**config.mk**
```make
export PLATFORM = sky130hd
export DESIGN_NAME = step_rate_gen_flat
export DESIGN_NICKNAME = d
export VERILOG_FILES = /design/src/rtl/step_rate_if.sv /design/src/rtl/step_rate_gen.sv /design/src/flat_wrapper.sv
export SDC_FILE = /design/constraint.sdc
export NUM_CORES = 1
export LEC_CHECK = 0
export ABC_AREA = 1
export CAP_MARGIN = 20
export CELL_PAD_IN_SITES_DETAIL_PLACEMENT = 0
export CELL_PAD_IN_SITES_GLOBAL_PLACEMENT = 1
export CORE_UTILIZATION = 48
export DETAILED_ROUTE_END_ITERATION = 10
export PLACE_DENSITY = 0.95
export SETUP_SLACK_MARGIN = 0.2
export SLEW_MARGIN = 20
export SYNTH_ARGS = -nofsm -noshare
export SYNTH_HDL_FRONTEND = slang
export SYNTH_SLANG_ARGS = --single-unit
export TNS_END_PERCENT = 50
```
**constraint.sdc**
```tcl
create_clock -name clk -period 5.9 [get_ports clk]
set_input_delay 1.18 -clock clk [delete_from_list [all_inputs] [get_ports clk]]
set_output_delay 1.18 -clock clk [all_outputs]
set_load 0.01 [all_outputs]
```
**src/rtl/step_rate_if.sv**
```systemverilog
// Bundle between the speed/keypad front end and the step-rate generator:
// requested motion on the way in, applied speed and coil drive on the way out.
interface step_rate_if;
  logic       enable;
  logic       dir;
  logic       half_step;
  logic [3:0] speed_value;
  logic [3:0] cur_speed;
  logic       step_pulse;
  logic [3:0] coils;
  logic       moving;
  logic [1:0] state_o;

  modport master (
    output enable, dir, half_step, speed_value,
    input  cur_speed, step_pulse, coils, moving, state_o
  );

  modport slave (
    input  enable, dir, half_step, speed_value,
    output cur_speed, step_pulse, coils, moving, state_o
  );
endinterface

```
**src/rtl/step_rate_gen.sv**
```systemverilog
// Stepper step-rate generator: ramped speed code -> phase-accumulator step strobe
// plus 4-wire coil pattern, with a forced stop before any direction reversal.
module step_rate_gen #(
  parameter int CLK_HZ         = 50000000,
  parameter int STEPS_PER_UNIT = 10,
  parameter int RAMP_CYCLES    = 5000000,
  parameter int ACC_W          = 32
) (
  input  logic      clk,
  input  logic      rst,
  step_rate_if.slave bus
);

  localparam int RAMP_W = (RAMP_CYCLES > 1) ? $clog2(RAMP_CYCLES) : 1;

  typedef enum logic [1:0] {
    ST_STOP = 2'd0,
    ST_RUN  = 2'd1,
    ST_REV  = 2'd2
  } state_t;

  function automatic logic [3:0] coil_pattern(input logic [2:0] idx);
    case (idx)
      3'd0:    coil_pattern = 4'b1000;
      3'd1:    coil_pattern = 4'b1100;
      3'd2:    coil_pattern = 4'b0100;
      3'd3:    coil_pattern = 4'b0110;
      3'd4:    coil_pattern = 4'b0010;
      3'd5:    coil_pattern = 4'b0011;
      3'd6:    coil_pattern = 4'b0001;
      default: coil_pattern = 4'b1001;
    endcase
  endfunction

  // Full-step only lands on odd (two-phase-on) entries; from an even index this
  // is a single move to the neighbouring odd entry in the travel direction.
  function automatic logic [2:0] next_index(input logic [2:0] idx, input logic half, input logic fwd);
    logic [2:0] stride;
    stride = (half || !idx[0]) ? 3'd1 : 3'd2;
    next_index = fwd ? (idx + stride) : (idx - stride);
  endfunction

  state_t            state_q, state_d;
  logic [3:0]        cur_speed_q, cur_speed_d;
  logic [ACC_W-1:0]  acc_q, acc_d;
  logic [2:0]        idx_q, idx_d;
  logic              dir_q, dir_d;
  logic [RAMP_W-1:0] ramp_q, ramp_d;
  logic              step_q, step_d;
  logic [3:0]        coils_q, coils_d;
  logic              moving_q, moving_d;

  logic [3:0]        tgt_s;
  logic [3:0]        eff_tgt_s;
  logic              ramp_tick_s;
  logic [ACC_W-1:0]  inc_s;
  logic [ACC_W-1:0]  sum_s;

  always_comb begin
    tgt_s = (bus.speed_value > 4'd6) ? 4'd6 : bus.speed_value;
  end

  always_ff @(posedge clk or posedge rst) begin
    if (rst) begin
      state_q <= ST_STOP;
      dir_q   <= 1'b1;
    end else begin
      state_q <= state_d;
      dir_q   <= dir_d;
    end
  end

  // active_dir is only latched on leaving STOP, i.e. with the motor at rest
  always_comb begin
    state_d = state_q;
    dir_d   = dir_q;
    case (state_q)
      ST_STOP: begin
        if (bus.enable && (tgt_s != 4'd0)) begin
          dir_d   = bus.dir;
          state_d = ST_RUN;
        end else begin
          state_d = ST_STOP;
        end
      end
      ST_RUN: begin
        if (bus.dir != dir_q) begin
          state_d = ST_REV;
        end else if ((cur_speed_q == 4'd0) && (eff_tgt_s == 4'd0)) begin
          state_d = ST_STOP;
        end else begin
          state_d = ST_RUN;
        end
      end
      ST_REV: begin
        if (cur_speed_q == 4'd0) begin
          state_d = ST_STOP;
        end else if (bus.dir == dir_q) begin
          state_d = ST_RUN;
        end else begin
          state_d = ST_REV;
        end
      end
      default: begin
        state_d = ST_STOP;
      end
    endcase
  end

  always_comb begin
    if (!bus.enable || (state_q == ST_REV)) begin
      eff_tgt_s = 4'd0;
    end else begin
      eff_tgt_s = tgt_s;
    end
  end

  always_comb begin
    ramp_tick_s = (ramp_q == RAMP_W'(RAMP_CYCLES - 1));
    ramp_d      = ramp_tick_s ? '0 : (ramp_q + RAMP_W'(1));
    if (ramp_tick_s && (cur_speed_q < eff_tgt_s)) begin
      cur_speed_d = cur_speed_q + 4'd1;
    end else if (ramp_tick_s && (cur_speed_q > eff_tgt_s)) begin
      cur_speed_d = cur_speed_q - 4'd1;
    end else begin
      cur_speed_d = cur_speed_q;
    end
    moving_d = (cur_speed_d != 4'd0);
  end

  // Stepping uses the speed applied this cycle, so a same-cycle ramp tick
  // only affects the increment from the next cycle on.
  always_comb begin
    inc_s = ACC_W'(cur_speed_q) * ACC_W'(STEPS_PER_UNIT);
    sum_s = acc_q + inc_s;
    if (cur_speed_q == 4'd0) begin
      acc_d  = '0;
      step_d = 1'b0;
      idx_d  = idx_q;
    end else if (sum_s >= ACC_W'(CLK_HZ)) begin
      acc_d  = sum_s - ACC_W'(CLK_HZ);
      step_d = 1'b1;
      idx_d  = next_index(idx_q, bus.half_step, dir_q);
    end else begin
      acc_d  = sum_s;
      step_d = 1'b0;
      idx_d  = idx_q;
    end
    if (bus.enable || (cur_speed_q != 4'd0)) begin
      coils_d = coil_pattern(idx_d);
    end else begin
      coils_d = 4'b0000;
    end
  end

  always_ff @(posedge clk or posedge rst) begin
    if (rst) begin
      cur_speed_q <= 4'd0;
      acc_q       <= '0;
      idx_q       <= 3'd0;
      ramp_q      <= '0;
      step_q      <= 1'b0;
      coils_q     <= 4'b0000;
      moving_q    <= 1'b0;
    end else begin
      cur_speed_q <= cur_speed_d;
      acc_q       <= acc_d;
      idx_q       <= idx_d;
      ramp_q      <= ramp_d;
      step_q      <= step_d;
      coils_q     <= coils_d;
      moving_q    <= moving_d;
    end
  end

  assign bus.cur_speed  = cur_speed_q;
  assign bus.step_pulse = step_q;
  assign bus.coils      = coils_q;
  assign bus.moving     = moving_q;
  assign bus.state_o    = state_q;

endmodule

```
**src/flat_wrapper.sv**
```systemverilog
// flat-port wrapper written by rule: the top's interface ports become plain ports
module step_rate_gen_flat 
#(
  parameter int CLK_HZ         = 50000000,
  parameter int STEPS_PER_UNIT = 10,
  parameter int RAMP_CYCLES    = 5000000,
  parameter int ACC_W          = 32
)
  (clk, rst, bus_enable, bus_dir, bus_half_step, bus_speed_value, bus_cur_speed, bus_step_pulse, bus_coils, bus_moving, bus_state_o);
  step_rate_if bus_i ();
  input  logic clk;
  input  logic rst;
  input wire logic [$bits(bus_i.enable)-1:0] bus_enable;
  input wire logic [$bits(bus_i.dir)-1:0] bus_dir;
  input wire logic [$bits(bus_i.half_step)-1:0] bus_half_step;
  input wire logic [$bits(bus_i.speed_value)-1:0] bus_speed_value;
  output wire logic [$bits(bus_i.cur_speed)-1:0] bus_cur_speed;
  output wire logic [$bits(bus_i.step_pulse)-1:0] bus_step_pulse;
  output wire logic [$bits(bus_i.coils)-1:0] bus_coils;
  output wire logic [$bits(bus_i.moving)-1:0] bus_moving;
  output wire logic [$bits(bus_i.state_o)-1:0] bus_state_o;
  assign bus_i.enable = bus_enable;
  assign bus_i.dir = bus_dir;
  assign bus_i.half_step = bus_half_step;
  assign bus_i.speed_value = bus_speed_value;
  assign bus_cur_speed = bus_i.cur_speed;
  assign bus_step_pulse = bus_i.step_pulse;
  assign bus_coils = bus_i.coils;
  assign bus_moving = bus_i.moving;
  assign bus_state_o = bus_i.state_o;
  step_rate_gen #(.CLK_HZ(CLK_HZ), .STEPS_PER_UNIT(STEPS_PER_UNIT), .RAMP_CYCLES(RAMP_CYCLES), .ACC_W(ACC_W)) u_core (.clk(clk), .rst(rst), .bus(bus_i));
endmodule
```
---- Word level (Yosys, flattened, before mapping) ----
Cells that the tools add are included.
cells by class
  add/subtract/negate cells ............... 7
  $mul .................................... 1
  magnitude comparators ................... 4
  equality and inequality tests ........... 11
  mux-type cells .......................... 21
  reductions and logical operators ........ 17
operator list
  operator                  count
  $mux W32                  2
  $add A32 B8 Y32           1
  $ge A32 B26 Y1 const B    1
  $sub A32 B26 Y32 const B  1
  $pmux W4 S7               1
  $add A23 B1 Y23 const B   1
  $eq A23 B23 Y1 const B    1
  $mux W23                  1
  $mux W4                   5
  $reduce_bool A4 Y1        3
  $eq A3 B3 Y1 const B      3
  $mux W3                   3
  $logic_not A4 Y1          2
  $mux W2                   4
  $mul A4 B3 Y7 const B     1
  $eq A3 B2 Y1 const B      2
  $pmux W2 S3               1
  $add A4 B1 Y4 const B     1
  $gt A4 B3 Y1 const B      1
  $gt A4 B4 Y1              1
  $logic_and A1 B1 Y1       4
  $lt A4 B4 Y1              1
  $mux W1                   4
  $sub A4 B1 Y4 const B     1
  other kinds (12)          15
storage, ports and cells
  flip-flop bits (word level) ............. 71
  input port bits ......................... 9
  output and inout port bits .............. 12
  word-level logic and storage cells ...... 70

---- Depth between registers and ports, before layout ----
  depth in word-level cells ............... 10
  mapped depth ............................ 26
  depth with buffers taken out ............ 26

---- Worst setup path after synthesis ----
OpenSTA, ideal clock, no wires.
  kind .................................... register -> register
  start point ............................. register u_core.cur_speed_q[1], in the netlist u_core.bus.cur_speed[1]
  end point ............................... register u_core.acc_q[27]
  setup time .............................. 117 ps
  arrival time ............................ 3583 ps
  required time ........................... 5783 ps
  slack ................................... 2201 ps
  cell stages (with the launch flop) ...... 25
  buffers on the path ..................... 1
  period minus slack after synthesis ...... 3699 ps
  cell sequence ........................... dfrtp_1 > ha_1 > ha_1 > fa_1 > xor2_1 > ha_1 > nand2_1 > nor2_1 > nand3_1 > nand2_1 > buf_6 > nand2_1 > nand2_1 > inv_1 > ha_1 > nand2_1 > nor2_1 > nor3_2 > nand3_1 > nand2_1 > nand2_1 > nand2_1 > nand2_1 > nand2_1 > nor2_1
on the way
  longest elaborated chain between the ends .. 5
  elaborated cells on any way between the ends .. 7
RTL lines
  item                                                line                                        text
  start: declaration                                  step_rate_gen.sv:44                         logic [3:0] cur_speed_q, cur_speed_d;
  start signal: assignment                            step_rate_gen.sv:166                        cur_speed_q <= cur_speed_d;
  $mul A4 B3 Y7                                       step_rate_gen.sv:134                        inc_s = ACC_W'(cur_speed_q) * ACC_W'(STEPS_PER_UNIT);
  $add A32 B8 Y32                                     step_rate_gen.sv:135                        sum_s = acc_q + inc_s;
  $sub A32 B26 Y32 or $ge A32 B26 Y1 (tied branches)  step_rate_gen.sv:141, step_rate_gen.sv:140
  $mux W32                                            step_rate_gen.sv:140                        end else if (sum_s >= ACC_W'(CLK_HZ)) begin
  $mux W32 (*)                                        step_rate_gen.sv:136                        if (cur_speed_q == 4'd0) begin
  net u_core.acc_d[27]                                step_rate_gen.sv:45                         logic [ACC_W-1:0] acc_q, acc_d;
  end signal: assignment                              step_rate_gen.sv:159                        acc_q <= '0;
  end signal: assignment                              step_rate_gen.sv:167                        acc_q <= acc_d;
  end: declaration                                    step_rate_gen.sv:45
The timed path passes the listed nets; every way through them passes the cells marked *.
A chain may end at the register's enable or synchronous reset.

---- Final worst setup path ----
  start point ............................. register u_core.cur_speed_q[1], in the netlist u_core.bus.cur_speed[1]
  end point ............................... register u_core.coils_q[2], in the netlist u_core.bus.coils[2]
on the way
  longest elaborated chain between the ends .. 8
  elaborated cells on any way between the ends .. 17
RTL lines
  item                                        line                  text
  $mul A4 B3 Y7                               step_rate_gen.sv:134
  $add A32 B8 Y32                             step_rate_gen.sv:135
  $ge A32 B26 Y1                              step_rate_gen.sv:140
  $mux W3                                     step_rate_gen.sv:140
  $mux W3 (*)                                 step_rate_gen.sv:136
  net u_core.idx_d[0]                         step_rate_gen.sv:46   logic [2:0] idx_q, idx_d;
  $eq A3 B3 Y1, or another cell as far along  step_rate_gen.sv:23   case (idx)
  $pmux W4 S7 (*)                             step_rate_gen.sv:23
  $mux W4 (*)                                 step_rate_gen.sv:149  if (bus.enable || (cur_speed_q != 4'd0)) begin
  net u_core.coils_d[2]                       step_rate_gen.sv:50   logic [3:0] coils_q, coils_d;
  end signal: assignment                      step_rate_gen.sv:171  coils_q <= coils_d;
  end: declaration                            step_rate_gen.sv:50
Marks and branches as above.

==> impl_metrics.json <==
{
  "cp_slowest_stage_delay_ns": 0.50,
  "die_area_um2": 11600,
  "timing.setup.tns_ns": 0,
  "dpl.hpwl_um": 10300,
  "core_area_um2": 10900,
  "synthesis.area_um2": 5370,
  "initial_core_util": 0.493,
  "post-place-ws_ns": 1.60,
  "fin_crit_sh": 0.736,
  "rows": 38,
  "yosysSeqAreaShare": 0.327,
  "dominantRegCellSynth": "dfrtp_1",
  "rsz0062_at_grt": "false",
  "maxSlewViolCount": 0,
  "fmax_mhz": 230,
  "antenna_found_initial": 0,
  "irDropWorstVdd_mv": 0.139,
  "die_w_um": 108,
  "regToRegSetupSlack_ns": 1.56,
  "ios": 21,
  "min_to": "u_core.ramp_q[4]$_DFF_PP0_",
  "routed_wirelength_um": 13200,
  "clockBufferDepth": 2,
  "cts_tree": "yes",
  "ys_warn_count": 0,
  "n_fill_cell": 1023,
  "ys_async_sr_fraction": 1.00,
  "syn-instance-count": 794,
  "min_path_cells": 2,
  "syn_to_final_growth_pct": 9.91,
  "synth_cell_types": 49,
  "crit_chain": "ha_1 -> ha_1 -> fa_1 -> xor2_1 -> ha_1 -> nand2_1 -> nor2_1 -> nand3_1 -> nand2_1 -> nand2_1 -> nand2_1 -> nand2_2 -> nor2_4 -> nand3_1 -> nor2_1 -> nand3_2 -> nand2_4 -> nand2_2 -> nand2_1 -> nand2_1 -> nor2_1 -> nor2_1",
  "num_vias": 5136,
  "grt_start_max_net_pins": 38,
  "cts_setup_buffers": 0,
  "tritoncts.num_buffers": 9,
  "antenna_cells": 0,
  "pwr_density_cell_nw_per_um2": 166,
  "clock_sinks": 70,
  "hold_viol_final": 0,
  "drv_cap": 0,
  "ant_nets": 0,
  "syn_avg_cell_area_um2": 6.76,
  "grt_pass1_wl_um": 22400,
  "layout-drive-gt1-share": 0.0948,
  "p_total_w": 0.000978,
  "ctsResizeCount": 0,
  "critPathMaxFanout": 37,
  "critical_path_required_ns": 6.14,
  "postCtsHoldBufs": 0,
  "slowest_stage": "dfrtp_1",
  "post_dp_cell_area_um2": 5710,
  "drt_first_pass_iters": 5,
  "cp.arrival_ns": 4.59,
  "r2r_cells": 22,
  "h-tree-depth": 3,
  "clk_latency_ns": 0.35,
  "grt_usage": 0.246,
  "cp_common_cell": "nand2_1",
  "finalSetupViolations": 0,
  "ys_ff_latch": 70,
  "hp-start": "u_core.ramp_q[4]$_DFF_PP0_",
  "fin_nets": 851,
  "synth-edff-count": 0,
  "via_per_inst": 5.33,
  "clockRootBuffer": "clkbuf_8",
  "hold_slack_ns": 0.536,
  "endpoint_kind": "register",
  "path_buf_inv": 0,
  "crit_type": "register to register",
  "io_buffer_count": 20,
  "clkTransAtPathRegs_ns": 0.07,
  "finalWeightedCongestion": 0.949,
  "fp.dieH_um": 108,
  "remaining_drc_errors": 0,
  "timing.rr.start": "u_core.bus.cur_speed[1]$_DFF_PP0_",
  "tightest_slew_ns": 0.799,
  "drtIter0Drc": 370,
  "max_slew_margin": 0.464,
  "grt_overflow_total": 0,
  "period_needed_ns": 4.34,
  "synth_fp_nets": 825,
  "final_area_um2": 5900,
  "first_global_vias": 4860,
  "cp-start-kind": "register",
  "wl_per_cell_um": 13.7,
  "holdCritPathClass": "register to register",
  "finalWorstSetupSlack_ns": 1.56,
  "status": "complete, no violations",
  "leakage_nw": 2.87,
  "fin_skew_ns": 0.00679,
  "rr_endpoint": "u_core.bus.coils[2]$_DFF_PP0_",
  "path_delay_family": "simple AND/OR/NAND/NOR gates"
}
worst max-delay path by stage:
stage | from | endpoint | cells past startpoint
floorplan | u_core.bus.cur_speed[1]$_DFF_PP0_ | u_core.acc_q[27]$_DFF_PP0_ | 24
global placement | u_core.bus.cur_speed[1]$_DFF_PP0_ | u_core.bus.coils[1]$_DFF_PP0_ | 23
detailed placement | u_core.bus.cur_speed[1]$_DFF_PP0_ | u_core.bus.coils[2]$_DFF_PP0_ | 22
CTS | u_core.bus.cur_speed[1]$_DFF_PP0_ | u_core.bus.coils[2]$_DFF_PP0_ | 22
global route | u_core.bus.cur_speed[1]$_DFF_PP0_ | u_core.acc_q[27]$_DFF_PP0_ | 23
finish | u_core.bus.cur_speed[1]$_DFF_PP0_ | u_core.bus.coils[2]$_DFF_PP0_ | 22
layer usage:
layer	GRT usage	routed length [um]
met3	0.0369	597
met1	0.338	6300
met2	0.397	6100
met4	0.0812	199
met5	0	0
cells in the mapped netlist (2+ instances only):
library cell,n,area share
a211oi_1,2,0.0028
clkinv_1,2,0.0014
o22ai_1,2,0.0023
o21ai_1,6,0.0056
o21a_1,2,0.0028
buf_6,3,0.0063
xnor2_1,6,0.0098
nor2_4,3,0.0063
a21oi_2,4,0.0065
o21bai_1,3,0.0042
o311ai_0,2,0.0033
xor2_1,10,0.016
nor3_1,14,0.013
nor2_2,12,0.014
fa_1,3,0.011
nor3b_1,2,0.0028
and3_1,3,0.0035
nand2_1,206,0.14
nand3_1,72,0.067
inv_2,8,0.0056
o21ai_0,21,0.020
a21oi_1,33,0.031
nand3_2,4,0.0075
nor3_2,4,0.0075
nand2_2,20,0.023
inv_1,113,0.079
nor4_1,6,0.0070
nand3b_1,10,0.014
a221oi_1,2,0.0033
clkbuf_1,3,0.0021
nand4_1,16,0.019
ha_1,19,0.044
nor2_1,94,0.066
dfrtp_1,69,0.32
sequential cells by signal, indices dropped and copies added (netlist names):
name                   count
u_core.bus.state_o         2
u_core.bus.coils           4
u_core.bus.moving          1
u_core.ramp_q             23
u_core.dir_q               1
u_core.idx_q               3
u_core.bus.cur_speed       4
u_core.acc_q              31
u_core.bus.step_pulse      1
layout make-up:
class / instances / area [um^2] / area share
Clock buffer: 13 / 159 / 0.0269
Clock inverter: 1 / 30.0 / 0.00509
Inverter: 124 / 467 / 0.0791
Timing Repair Buffer: 22 / 215 / 0.0365
Sequential cell: 70 / 1750 / 0.297
Multi-Input combinational cell: 593 / 3100 / 0.525
Tap cell: 140 / 175 / 0.0297
cell families after synthesis:
kind of cell | after synthesis | synth area share
AND/OR/NAND/NOR | 472 | 0.405
buffers and inverters | 131 | 0.0968
multiplexers | 1 | 0.00210
flip-flops | 70 | 0.327
adder cells (fa/ha/maj) | 22 | 0.0555
XOR/XNOR | 16 | 0.0261
other | 1 | 0.000699
AO/OA/AOI/OAI | 81 | 0.0872
tightest hold or removal path: stages (launching register included):
cell     delay [ns]
dfrtp_1        0.38
xor2_1         0.08
inv_1          0.04
placed cells by master (no fill, tap or decap), types with 3 or more instances in the layout:
cell,netlist,final
nand2_1,206,206
inv_1,113,112
nor2_1,94,94
nand3_1,72,72
dfrtp_1,69,69
a21oi_1,33,33
o21ai_0,21,21
nand2_2,20,20
clkdlybuf4s50_1,0,20
ha_1,19,19
nand4_1,16,16
nor3_1,14,13
nor2_2,12,12
clkbuf_8,0,11
nand3b_1,10,10
xor2_1,10,10
inv_2,8,9
xnor2_1,6,6
nor4_1,6,6
o21ai_1,6,6
nor3_2,4,5
a21oi_2,4,4
nand3_2,4,4
o21bai_1,3,3
nor2_4,3,3
and3_1,3,3
fa_1,3,3
where the power goes:
part	leakage (nW)	switching, W	internal [W]
Clock	0.0956	0.000175	0.000214
Combinational	1.90	0.0000467	0.0000380
Sequential	0.881	0.0000122	0.000492
Total	2.87	0.000234	0.000744
through the flow:
stage / utilization / std cells
final: 0.542 / 963
after floorplan: - / 794
after global placement: 0.524 / 949
after global routing: 0.542 / 963
after detailed placement: 0.524 / 949
after CTS: 0.542 / 963
(Power assumes the default switching activity.)
